<file path="config.mk">
export PLATFORM = sky130hd
export DESIGN_NAME = fft_frame_ctrl
export DESIGN_NICKNAME = d
export VERILOG_FILES = /design/src/rtl/fft_frame_ctrl.sv
export SDC_FILE = /design/constraint.sdc
export NUM_CORES = 1
export LEC_CHECK = 0
export CORE_MARGIN = 1
export CORE_UTILIZATION = 53
export DETAILED_ROUTE_END_ITERATION = 10
export GPL_ROUTABILITY_DRIVEN = 0
export PLACE_DENSITY = 0.86
export SLEW_MARGIN = 30
export SYNTH_ARGS = -nofsm -noshare
export SYNTH_HDL_FRONTEND = slang
export SYNTH_SLANG_ARGS = --single-unit
</file>
<file path="constraint.sdc">
create_clock -name clk -period 4.1 [get_ports clk]
set_input_delay 0.41 -clock clk [delete_from_list [all_inputs] [get_ports clk]]
set_output_delay 0.41 -clock clk [all_outputs]
set_load 0.02 [all_outputs]
</file>
<file path="src/rtl/fft_frame_ctrl.sv">
// ============================================================================
// Module   : fft_frame_ctrl
// Purpose  : Frame sequencer in front of a variable-size SDF FFT (4..256
//            points). Latches a per-frame transform size, holds the FFT
//            Stages input stable for the whole frame, admits exactly
//            N = 2^stages samples through a valid/ready handshake, counts
//            N FFT output samples and reports frame completion.
// Ports    : clk, rst (async, active-high)
//            cfg_stages[3:0], start          - frame request (legal 2..8)
//            in_valid, in_re, in_im, in_ready - input sample handshake
//            fft_stages, fft_di_en, fft_di_re, fft_di_im - FFT input side
//            fft_do_en                        - FFT output sample strobe
//            busy, out_cnt[8:0], frame_done, cfg_err, timeout - status
// Options  : FFT_CTRL_TIMEOUT_EN - enables the DRAIN watchdog (DRAIN_MAX
//            idle cycles); when undefined, timeout is tied low.
// Revision : 1.0 - initial release
// ============================================================================
`default_nettype none

module fft_frame_ctrl #(
   parameter int WIDTH     = 18,
   parameter int DRAIN_MAX = 1023
) (
   input  logic             clk,
   input  logic             rst,
   input  logic [3:0]       cfg_stages,
   input  logic             start,
   input  logic             in_valid,
   input  logic [WIDTH-1:0] in_re,
   input  logic [WIDTH-1:0] in_im,
   output logic             in_ready,
   output logic [3:0]       fft_stages,
   output logic             fft_di_en,
   output logic [WIDTH-1:0] fft_di_re,
   output logic [WIDTH-1:0] fft_di_im,
   input  logic             fft_do_en,
   output logic             busy,
   output logic [8:0]       out_cnt,
   output logic             frame_done,
   output logic             cfg_err,
   output logic             timeout
);

   localparam logic [1:0] S_IDLE  = 2'd0;
   localparam logic [1:0] S_SETUP = 2'd1;
   localparam logic [1:0] S_LOAD  = 2'd2;
   localparam logic [1:0] S_DRAIN = 2'd3;

   localparam logic [9:0] C_DRAIN_MAX = 10'(DRAIN_MAX);

   logic [1:0]       state_q, state_d;
   logic             setup_cnt_q, setup_cnt_d;
   logic [8:0]       n_q, n_d;
   logic [8:0]       in_cnt_q, in_cnt_d;
   logic [8:0]       out_cnt_q, out_cnt_d;
   logic             in_ready_q, in_ready_d;
   logic [3:0]       stages_q, stages_d;
   logic             di_en_q, di_en_d;
   logic [WIDTH-1:0] di_re_q, di_re_d;
   logic [WIDTH-1:0] di_im_q, di_im_d;
   logic             frame_done_q, frame_done_d;
   logic             cfg_err_q, cfg_err_d;

   logic w_cfg_ok;
   logic w_accept;
   logic w_count_out;

`ifdef FFT_CTRL_TIMEOUT_EN
   logic [9:0] wd_q, wd_d;
   logic       timeout_q, timeout_d;
`endif

   assign w_cfg_ok = (cfg_stages >= 4'd2) && (cfg_stages <= 4'd8);
   // in_ready_q is only ever set in LOAD, so accepts cannot occur elsewhere.
   assign w_accept = in_valid && in_ready_q;
   // Output samples count in LOAD too: a short frame's FFT latency can
   // overlap its own load phase. Saturates at N.
   assign w_count_out = fft_do_en && ((state_q == S_LOAD) || (state_q == S_DRAIN))
                        && (out_cnt_q != n_q);

   always_comb begin
      state_d      = state_q;
      setup_cnt_d  = setup_cnt_q;
      n_d          = n_q;
      in_cnt_d     = in_cnt_q;
      out_cnt_d    = out_cnt_q;
      in_ready_d   = in_ready_q;
      stages_d     = stages_q;
      di_en_d      = 1'b0;
      di_re_d      = di_re_q;
      di_im_d      = di_im_q;
      frame_done_d = 1'b0;
      cfg_err_d    = 1'b0;
`ifdef FFT_CTRL_TIMEOUT_EN
      wd_d         = wd_q;
      timeout_d    = 1'b0;
`endif

      if (w_accept) begin
         di_en_d  = 1'b1;
         di_re_d  = in_re;
         di_im_d  = in_im;
         in_cnt_d = in_cnt_q + 9'd1;
      end

      if (w_count_out) begin
         out_cnt_d = out_cnt_q + 9'd1;
      end

      case (state_q)
         S_IDLE: begin
            if (start) begin
               if (w_cfg_ok) begin
                  stages_d    = cfg_stages;
                  n_d         = 9'd1 << cfg_stages;
                  in_cnt_d    = 9'd0;
                  out_cnt_d   = 9'd0;
                  setup_cnt_d = 1'b0;
                  state_d     = S_SETUP;
               end else begin
                  cfg_err_d = 1'b1;
               end
            end
         end

         // Two settle cycles for the FFT's registered size decode.
         S_SETUP: begin
            if (setup_cnt_q) begin
               state_d    = S_LOAD;
               in_ready_d = 1'b1;
            end else begin
               setup_cnt_d = 1'b1;
            end
         end

         S_LOAD: begin
            if (w_accept && (in_cnt_q == (n_q - 9'd1))) begin
               state_d    = S_DRAIN;
               in_ready_d = 1'b0;
`ifdef FFT_CTRL_TIMEOUT_EN
               wd_d       = 10'd0;
`endif
            end
         end

         S_DRAIN: begin
            // Also covers the case where all outputs arrived during LOAD.
            if (out_cnt_d == n_q) begin
               frame_done_d = 1'b1;
               state_d      = S_IDLE;
            end
`ifdef FFT_CTRL_TIMEOUT_EN
            else if (wd_q == C_DRAIN_MAX) begin
               timeout_d = 1'b1;
               state_d   = S_IDLE;
            end else if (fft_do_en) begin
               wd_d = 10'd0;
            end else begin
               wd_d = wd_q + 10'd1;
            end
`endif
         end

         default: begin
            state_d = S_IDLE;
         end
      endcase
   end

   always_ff @(posedge clk or posedge rst) begin
      if (rst) begin
         state_q      <= S_IDLE;
         setup_cnt_q  <= 1'b0;
         n_q          <= 9'd4;
         in_cnt_q     <= 9'd0;
         out_cnt_q    <= 9'd0;
         in_ready_q   <= 1'b0;
         stages_q     <= 4'd2;
         di_en_q      <= 1'b0;
         di_re_q      <= '0;
         di_im_q      <= '0;
         frame_done_q <= 1'b0;
         cfg_err_q    <= 1'b0;
`ifdef FFT_CTRL_TIMEOUT_EN
         wd_q         <= 10'd0;
         timeout_q    <= 1'b0;
`endif
      end else begin
         state_q      <= state_d;
         setup_cnt_q  <= setup_cnt_d;
         n_q          <= n_d;
         in_cnt_q     <= in_cnt_d;
         out_cnt_q    <= out_cnt_d;
         in_ready_q   <= in_ready_d;
         stages_q     <= stages_d;
         di_en_q      <= di_en_d;
         di_re_q      <= di_re_d;
         di_im_q      <= di_im_d;
         frame_done_q <= frame_done_d;
         cfg_err_q    <= cfg_err_d;
`ifdef FFT_CTRL_TIMEOUT_EN
         wd_q         <= wd_d;
         timeout_q    <= timeout_d;
`endif
      end
   end

   assign in_ready   = in_ready_q;
   assign fft_stages = stages_q;
   assign fft_di_en  = di_en_q;
   assign fft_di_re  = di_re_q;
   assign fft_di_im  = di_im_q;
   assign busy       = (state_q != S_IDLE);
   assign out_cnt    = out_cnt_q;
   assign frame_done = frame_done_q;
   assign cfg_err    = cfg_err_q;

`ifdef FFT_CTRL_TIMEOUT_EN
   assign timeout = timeout_q;
`else
   // Watchdog absent: the limit is intentionally unused in this build.
   logic w_unused_drain_max;
   assign w_unused_drain_max = ^C_DRAIN_MAX;
   assign timeout = 1'b0;
`endif

endmodule

`default_nettype wire

</file>
==> results of run 1 <==
==> placed cells by master, fill, tap and decap left out, drive strengths merged, types with 5 or more instances in the layout <==
cell,instances
nand3,8
clkbuf,10
nand2,134
clkdlybuf4s50,98
a21oi,9
nor2,25
a31oi,5
or3,5
o21ai,13
inv,14
xor2,18
nor4,6
xnor2,20
ha,8
dfrtp,72
nor3,5
nor2b,7
==> worst min path at each step <==
stage	cells past startpoint	start	to	slack (ns)
detailed placement	2	fft_di_re[1]$_DFFE_PP0P_	fft_di_re[1]$_DFFE_PP0P_	0.46
floorplan	2	setup_cnt_q$_DFFE_PP0P_	setup_cnt_q$_DFFE_PP0P_	0.49
global placement	2	fft_di_re[2]$_DFFE_PP0P_	fft_di_re[2]$_DFFE_PP0P_	0.46
CTS	2	fft_di_im[10]$_DFFE_PP0P_	fft_di_im[10]$_DFFE_PP0P_	0.48
finish	2	fft_di_im[10]$_DFFE_PP0P_	fft_di_im[10]$_DFFE_PP0P_	0.47
global route	2	fft_di_re[1]$_DFFE_PP0P_	fft_di_re[1]$_DFFE_PP0P_	0.50
==> kinds of logic after synthesis <==
family / synth area share
simple gates: 0.2346
flops: 0.4762
compound gates: 0.1118
xor+xnor: 0.09126
buf+inv: 0.04177
fa+ha+maj: 0.02571
mux: 0.01767
other cells: 0.0009631
==> layout make-up <==
class | count | area share
multi-input combinational | 320 | 0.3658
inverter | 13 | 0.009998
tap | 96 | 0.02341
sequential | 74 | 0.3614
clock buffer | 10 | 0.02487
clock inverter | 6 | 0.01756
timing repair buffer | 102 | 0.1970
==> metal layers <==
layer  global-route usage  vias to the layer above
met2               0.4426                      135
met5                    0                        -
met4               0.1311                        0
met3              0.08954                       24
met1               0.3208                     1631
li1                     -                     1608
==> flip-flops by register name, summed over array words and instances (netlist names), 2 cells and up <==
signal,flops
state_q,2
out_cnt,9
fft_di_im,18
n_q,9
fft_di_re,18
in_cnt_q,9
fft_stages,4
==> power breakdown <==
part	total [mW]	internal [mW]	switching, mW
Sequential	1.33	1.03	0.300
Combinational	1.92	0.870	1.05
Clock	0.632	0.345	0.287
Total	3.88	2.25	1.63
==> worst max-delay path: stages (launching register included) <==
cell and delay (ns):
dfrtp_1 0.41, inv_1 0.15, ha_1 0.35, o211ai_2 0.23, or2_0 0.29, a31oi_1 0.28
mux2i_1 0.27, o311ai_2 0.17, a221oi_2 0.39, mux2_4 0.34
==> per-stage QoR <==
stage	total power, mW	hold slack [ns]	area [um2]
final	3.877	0.4742	5131
after global routing	4.114	0.5015	5131
after CTS	3.879	0.4807	5131
after detailed placement	3.230	0.4608	4913
after global placement	3.162	0.4568	4911
after floorplan	2.482	0.4910	3894
==> run_results.csv, run 1 <==
group,metric,value,unit
status,status,"completed",
setup_path,reg2reg_to,"state_q[1]$_DFFE_PP0P_",
timing,final-max-slew-violation-count,0,
synth,synth_top_area_cell,"dfrtp_1",
synth,ys_warn_count,0,
cells_and_area,multi_input_area,1877,um2
clock_network,clock_sinks,74,
timing,period_needed,2.982,ns
floorplanning,core-area,6944,um2
grt,grt_antenna_before_repair,0,
drt,wl_met2,4644,um
drt,wl_met3,825,um
synth,synthDistinctLibCells,60,
grt,grt.overflow.total,0,
drt,topRoutingLayerUsed,"met4",
timing,fmax,335.4,MHz
synth,synth_edf_count,0,
clock_network,hold_buffers,0,
clock_network,cts_buffers,9,
floorplanning,start_util,0.5607,
setup_path,cp_max_fo,8,
setup_path,rrSetupSlack,1.12,ns
grt,grt_usage,0.2702,
cells_and_area,fin_util,0.7389,
synth,synth_top_cells_by_count,"nand2_1, dfrtp_1, nor2_1",
setup_path,critical_path.endpoint_type,"flip-flop",
placement,placed_cells,605,
floorplanning,die_x,87.71,um
placement,hpwl,6763,um
setup_path,worstSetupPathType,"reg -> reg",
floorplanning,rows,30,
placement,portBuffers,98,
cells_and_area,n_antenna_cell,0,
grt,grt_max_degree,50,
power,p_leak,2.281,nW
synth,syn_area_per_cell,9.013,um2
clock_network,htreeDepth,3,
floorplanning,io_pins,100,
setup_path,crit_start,"state_q[0]$_DFFE_PP0P_",
synth,synth_flop_cell,"dfrtp_1",
worst_hold_path,hold_class,"reg -> reg",
synth,seq_area_frac_synth,0.4762,
cells_and_area,nFillCells,490,
drt,ant_nets,0,
timing,hold_viol_final,0,
drt,avgRoutedWirePerCell,15.59,um
synth,yosysMostFrequentCell,"nand2_1",
cells_and_area,drive_above_1_share,0.07238,
grt,grt_pass1_wl,15750,um
cells_and_area,fin_nets,573,
timing,tightest_slew,0.6013,ns
timing,setup_slack,1.118,ns
power,ir_drop,0.4322,mV
clock_network,clock_path_buffers,2,
drt,initialDrtViolationCount,196,
cells_and_area,seqCellArea,1854,um2
clock_network,cts_tree,"built",
setup_path,arrival,3.22,ns
drt,via_count,3398,
synth,netlist_top_cells_area,"dfrtp_1, nand2_1, xnor2_1",
drt,wl_met1,3963,um
timing,slew_headroom,0.5991,
clock_network,clk_pin_slew,0.08,ns
timing,finClkSkew,0.01056,ns
timing,rsz0062_at_grt,"no",
timing,final.setup.tns,0,ns
synth,syn-cell-area,3894,um2
setup_path,worst_r2r_path_depth,9,
synth,netlist_instances,432,
synth,async_flop_share,1.000,
timing,finalSetupViolCount,0,
clock_network,post_cts_resized,0,
synth,ys_seq_elements,74,
clock_network,cts_setup_buffers,0,
clock_network,clk_latency,0.36,ns
synth,synth_top_area_share,0.4627,
drt,vias_per_cell,5.472,
flow_run,cap_viol_max_count,0,
setup_path,endpoint,"state_q[1]$_DFFE_PP0P_",
grt,grt_pass1_vias,3406,
setup_path,r2r-start,"state_q[0]$_DFFE_PP0P_",
floorplanning,die_h,87.71,um
power,powerDensity,755.7,nW/um2
drt,post-route-drc-count,0,
clock_network,root_buffer,"clkbuf_8",
cells_and_area,area_growth,31.78,%
drt,wirelength,9681,um
synth,synth_fp_nets,485,
placement,pre_cts_ws,1.124,ns
timing,finalCritPeriodShare,0.7272,
setup_path,worstPathRequired,4.34,ns
cells_and_area,final_cells,621,
drt,first_pass_iters,4,
setup_path,startpoint_type,"flip-flop",
floorplanning,dieArea,7693,um2
Power figures use the tool's default switching activity.
==> run 2, diff against run 1 <==
--- a/config.mk
+++ b/config.mk
@@ -6,10 +6,10 @@
 export NUM_CORES = 1
 export LEC_CHECK = 0
 export CORE_MARGIN = 1
-export CORE_UTILIZATION = 53
+export CORE_UTILIZATION = 44
 export DETAILED_ROUTE_END_ITERATION = 10
 export GPL_ROUTABILITY_DRIVEN = 0
-export PLACE_DENSITY = 0.86
+export PLACE_DENSITY = 0.76
 export SLEW_MARGIN = 30
 export SYNTH_ARGS = -nofsm -noshare
 export SYNTH_HDL_FRONTEND = slang
==> constraint.sdc (replaced) <==
create_clock -name clk -period 2.5 [get_ports clk]
set_input_delay 0.25 -clock clk [delete_from_list [all_inputs] [get_ports clk]]
set_output_delay 0.25 -clock clk [all_outputs]
set_load 0.02 [all_outputs]
==> run_results.csv, run 2 (synthesis gave the netlist of run 1 again) <==
group,metric,value,unit
timing,tightest_slew,0.6421,ns
timing,final-max-slew-violation-count,0,
setup_path,worst_r2r_path_depth,7,
placement,portBuffers,98,
clock_network,htreeDepth,3,
power,combPwrFrac,0.558,
setup_path,startpoint_type,"flip-flop",
clock_network,cts_buffers,9,
floorplanning,core-area,8382,um2
drt,vias_per_cell,5.212,
grt,grt_use_met1,0.2809,
power,p_clk_frac,0.136,
clock_network,clock_path_buffers,2,
setup_path,cp_slowest_stage_delay,0.42,ns
timing,finClkSkew,0.008814,ns
cells_and_area,n_antenna_cell,0,
grt,grt_use_met2,0.3794,
clock_network,clk_latency,0.35,ns
drt,wirelength,10020,um
worst_hold_path,hold_class,"in -> async",
placement,placed_cells,649,
clock_network,root_buffer,"clkbuf_8",
floorplanning,rows,33,
flow_run,cap_viol_max_count,0,
placement,dpl-instance-area,5239,um2
power,powerDensity,1211,nW/um2
floorplanning,start_util,0.4645,
setup_path,critical_path.endpoint_type,"flip-flop",
cells_and_area,area_growth,44.22,%
timing,setup_slack,-0.06184,ns
timing,fmax,390.3,MHz
setup_path,reg2reg_to,"state_q[1]$_DFFE_PP0P_",
power,internal_power,3.948,mW
setup_path,path_delay_family,"simple AND/OR/NAND/NOR gates",
drt,avgRoutedWirePerCell,14.87,um
floorplanning,die_h,96.07,um
cells_and_area,fin_util,0.6700,
grt,use_met3,0.08531,
setup_path,rrSetupSlack,-0.06,ns
setup_path,r2r-start,"out_cnt[4]$_DFF_PP0_",
drt,ant_nets,0,
setup_path,arrival,2.79,ns
timing,finalSetupViolCount,2,
power,p_seq_frac,0.306,
floorplanning,io_pins,100,
floorplanning,dieArea,9229,um2
power,p_leak,2.488,nW
drt,first_pass_iters,4,
setup_path,crit_chain,"xor2_2 -> nor4_4 -> a211oi_1 -> nor4_2 -> o311ai_2 -> a221oi_2 -> mux2_4",
grt,grt_usage,0.2322,
grt,grt_pass1_wl,16460,um
timing,hold_viol_final,0,
cells_and_area,final_common_cell,"nand2_1",
grt,grt_pass1_vias,3605,
clock_network,hold_buffers,0,
clock_network,clk_pin_slew,0.08,ns
timing,period_needed,2.562,ns
clock_network,cts_tree,"built",
status,status,"finished, violations left",
power,ir_drop,0.6639,mV
drt,initialDrtViolationCount,186,
placement,hpwl,7130,um
cells_and_area,final_cells,674,
drt,via_count,3513,
cells_and_area,layout_common_cells,"nand2_1, clkdlybuf4s50_1, dfrtp_1, buf_4, nor2_1",
timing,slew_headroom,0.5713,
cells_and_area,fin_nets,617,
timing,finalCritPeriodShare,1.025,
grt,grt_max_degree,39,
grt,top_usage_layer,"met2",
clock_network,clock_sinks,74,
power,switchingPower,2.852,mW
grt,grt_antenna_before_repair,0,
timing,whs,0.3028,ns
setup_path,worstPathRequired,2.73,ns
setup_path,cpMaxStageDelayCell,"dfrtp_1",
grt,grt.overflow.total,0,
power,switching_share,0.4195,
timing,rsz0062_at_grt,"yes",
floorplanning,die_x,96.07,um
cells_and_area,drive_above_1_share,0.1757,
setup_path,cp_max_fo,4,
setup_path,critPathBufInv,0,
status,violations,"setup timing",
cells_and_area,stdcell_area,5615,um2
drt,post-route-drc-count,0,
setup_path,worstSetupPathType,"reg -> reg",
-- run 2: cell count changes in the layout (fill, tap and decap cells not counted), sizes merged --
cell and delta:
clkinv -1, clkinvlp +2, bufinv -1, buf +44
-- run 2: what timing repair did --
action | in CTS | in global routing
setup buffers | 3 | 6
pin swaps | 7 | 8
endpoints found under the setup margin | 2 | 2
gates resized for setup | 6 | 19
-- run 2: cell type report --
type	count	area, um2
multi-input combinational	320	1999
clock buffer	10	127.6
inverter	13	48.80
clock inverter	6	66.31
sequential	74	1859
timing repair buffer	146	1383
fill	663	2766
tap	105	131.4
-- run 2: power groups by stage --
stage	sequential [mW]	combinational, mW	clock [mW]
4_1_cts	2.06	3.61	0.947
2_1_floorplan	2.46	1.63	0
6_report	2.08	3.79	0.924
3_3_place_gp	2.06	3.43	0
3_5_place_dp	2.09	3.52	0
5_1_grt	2.15	4.12	1.00
-- run 2: worst max path at each step --
stage | startpoint | slack (ns) | cells after the start | to
3_5_place_dp | fft_do_en | -0.13 | 8 | state_q[1]$_DFFE_PP0P_
2_1_floorplan | state_q[0]$_DFFE_PP0P_ | 0.0005 | 10 | state_q[1]$_DFFE_PP0P_
3_3_place_gp | fft_do_en | -0.04 | 8 | state_q[1]$_DFFE_PP0P_
6_report | out_cnt[4]$_DFF_PP0_ | -0.06 | 7 | state_q[1]$_DFFE_PP0P_
4_1_cts | out_cnt[1]$_DFF_PP0_ | 0.02 | 8 | state_q[1]$_DFFE_PP0P_
5_1_grt | n_q[0]$_DFFE_PP0P_ | -0.32 | 9 | state_q[0]$_DFFE_PP0P_
-- run 2: stage by stage --
| stage | total power [mW] | setup slack, ns | setup TNS, ns |
|---|---|---|---|
| 3_5_place_dp | 5.608 | -0.1274 | -0.2163 |
| 4_1_cts | 6.617 | 0.01563 | 0 |
| 2_1_floorplan | 4.088 | 0.0005063 | 0 |
| 6_report | 6.800 | -0.06184 | -0.09495 |
| 5_1_grt | 7.266 | -0.3171 | -0.6329 |
| 3_3_place_gp | 5.494 | -0.04304 | -0.04304 |
-- run 2: routing by layer --
metal | vias up | wire, um
met5 | - | 0
met3 | 18 | 815
li1 | 1692 | -
met4 | 0 | 226
met2 | 127 | 4924
met1 | 1676 | 4054
==> run 3, diff against run 2 <==
--- a/config.mk
+++ b/config.mk
@@ -7,9 +7,10 @@
 export LEC_CHECK = 0
 export CORE_MARGIN = 1
 export CORE_UTILIZATION = 44
+export CTS_CLUSTER_SIZE = 16
 export DETAILED_ROUTE_END_ITERATION = 10
 export GPL_ROUTABILITY_DRIVEN = 0
-export PLACE_DENSITY = 0.76
+export PLACE_DENSITY_LB_ADDON = 0.3
 export SLEW_MARGIN = 30
 export SYNTH_ARGS = -nofsm -noshare
 export SYNTH_HDL_FRONTEND = slang
==> run_results.csv, run 3 (synthesis gave the netlist of run 1 again) <==
group,metric,value,unit
status,status,"finished, violations left",
clock_network,root_buffer,"clkbuf_8",
setup_path,crit_start,"out_cnt[1]$_DFF_PP0_",
timing,period_needed,2.570,ns
drt,wirelength,9765,um
clock_network,clock_path_buffers,2,
power,power,6.455,mW
cells_and_area,fin_nets,606,
clock_network,clk_pin_slew,0.08,ns
grt,grt_pass1_wl,15930,um
setup_path,r2r-start,"out_cnt[1]$_DFF_PP0_",
placement,hpwl,7076,um
drt,first_pass_iters,4,
setup_path,critical_path.endpoint_type,"flip-flop",
grt,grt_usage,0.2260,
placement,pre_cts_ws,-0.1319,ns
timing,whs,0.2456,ns
worst_hold_path,hold_class,"in -> async",
clock_network,cts_tree,"built",
status,violations,"setup timing",
grt,grt.overflow.total,0,
timing,final.setup.tns,-0.1203,ns
setup_path,startpoint_type,"flip-flop",
grt,grt_pass1_vias,3445,
timing,setup_slack,-0.07018,ns
drt,vias_per_cell,5.225,
cells_and_area,fin_util,0.6462,
timing,final-max-slew-violation-count,0,
power,ir_drop,0.6701,mV
timing,finClkSkew,0.01032,ns
floorplanning,dieArea,9229,um2
timing,hold_viol_final,0,
drt,ant_nets,0,
setup_path,arrival,2.80,ns
drt,avgRoutedWirePerCell,14.73,um
cells_and_area,n_antenna_cell,0,
timing,rsz0062_at_grt,"yes",
setup_path,cpMaxStageDelayCell,"dfrtp_2",
clock_network,hold_buffers,0,
clock_network,htreeDepth,3,
setup_path,worstPathRequired,2.73,ns
drt,post-route-drc-count,0,
setup_path,cp_slowest_stage_delay,0.49,ns
clock_network,cts_buffers,9,
floorplanning,io_pins,100,
cells_and_area,area_growth,39.11,%
floorplanning,start_util,0.4645,
floorplanning,die_x,96.07,um
setup_path,endpoint,"state_q[1]$_DFFE_PP0P_",
drt,initialDrtViolationCount,77,
cells_and_area,final_common_cell,"nand2_1",
floorplanning,rows,33,
grt,grt_max_degree,39,
timing,fmax,389.1,MHz
clock_network,clk_latency,0.34,ns
grt,grt_antenna_before_repair,0,
setup_path,worst_r2r_path_depth,8,
setup_path,crit_chain,"xor2_2 -> nor4_4 -> buf_4 -> a31oi_2 -> mux2i_1 -> o311ai_2 -> a221oi_2 -> mux2_4",
cells_and_area,nFillCells,679,
cells_and_area,layout_common_cells,"nand2_1, clkdlybuf4s50_1, dfrtp_1, buf_4, nor2_1",
drt,via_count,3464,
placement,portBuffers,98,
power,p_leak,2.424,nW
timing,finalCritPeriodShare,1.028,
floorplanning,core-area,8382,um2
setup_path,reg2reg_to,"state_q[1]$_DFFE_PP0P_",
setup_path,cp_max_fo,7,
setup_path,worstSetupPathType,"reg -> reg",
setup_path,rrSetupSlack,-0.07,ns
clock_network,clock_sinks,74,
power,powerDensity,1192,nW/um2
cells_and_area,drive_above_1_share,0.1470,
floorplanning,die_h,96.07,um
timing,finalSetupViolCount,2,
flow_run,cap_viol_max_count,0,
==> run 3: changes by cell type in the layout (fill, tap and decap cells not counted), moves of 2 or more <==
cell / before / now
clkinvlp_4: 3 / 1
dfrtp_2: 4 / 2
dfrtp_1: 68 / 70
clkinv_2: 1 / 4
ha_4: 4 / 2
o21ai_0: 10 / 12
buf_12: 3 / 1
buf_4: 44 / 36
o21ai_1: 3 / 1
==> run 3: critical path, delay by kind of cell, from the launching register on <==
family / cells / cell delay (ns)
AO/OA/AOI/OAI: 3 / 0.61
XOR/XNOR: 1 / 0.19
buffers and inverters: 1 / 0.19
flip-flops: 1 / 0.49
multiplexers: 2 / 0.54
AND/OR/NAND/NOR: 1 / 0.43
==> run 3: worst min-delay path by stage <==
stage | from | end | slack [ns]
after floorplan | in_im[0] | fft_di_im[0]$_DFFE_PP0P_ | 0.36
after global placement | fft_di_im[6]$_DFFE_PP0P_ | fft_di_im[6]$_DFFE_PP0P_ | 0.46
after detailed placement | fft_di_re[8]$_DFFE_PP0P_ | fft_di_re[8]$_DFFE_PP0P_ | 0.46
after CTS | rst | out_cnt[3]$_DFF_PP0_ | 0.26
after global routing | rst | out_cnt[3]$_DFF_PP0_ | 0.27
final | rst | fft_stages[2]$_DFFE_PP0P_ | 0.25
==> run 3: per-stage QoR <==
| stage | std cells | area [um2] |
|---|---|---|
| finish | 663 | 5416 |
| global route | 663 | 5416 |
| CTS | 659 | 5356 |
| detailed placement | 643 | 5169 |
| global placement | 643 | 5169 |
| floorplan | 432 | 3911 |
==> run 3: routing by layer <==
metal / vias up / GRT usage / share of wire
met3: 20 / 0.07978 / 0.079
met1: 1649 / 0.2644 / 0.41
met5: - / 0 / 0
met2: 124 / 0.3794 / 0.49
li1: 1671 / - / -
met4: 0 / 0.08582 / 0.023
==> run 3: timing repair <==
| action | CTS | global route |
|---|---|---|
| gates resized for setup | 6 | 5 |
| pin swaps | 1 | 6 |
| hold endpoints to repair | 0 | 0 |
| setup buffers | 0 | 4 |
| endpoints found under the setup margin | 2 | 2 |
==> run 3: area by class of cell <==
cell class / count / area (um2) / share of cell area
clock inverters: 7 / 45.04 / 0.008316
clock buffers: 9 / 123.9 / 0.02287
flip-flops and latches: 74 / 1857 / 0.3428
multi-input cells: 320 / 1939 / 0.3581
repair buffers: 135 / 1271 / 0.2347
inverters: 13 / 48.80 / 0.009009
well taps: 105 / 131.4 / 0.02426
==> run 3: report_power, final <==
group,switching (mW),total [mW],internal (mW)
Combinational,1.86,3.53,1.67
Clock,0.452,0.810,0.358
Sequential,0.423,2.12,1.69
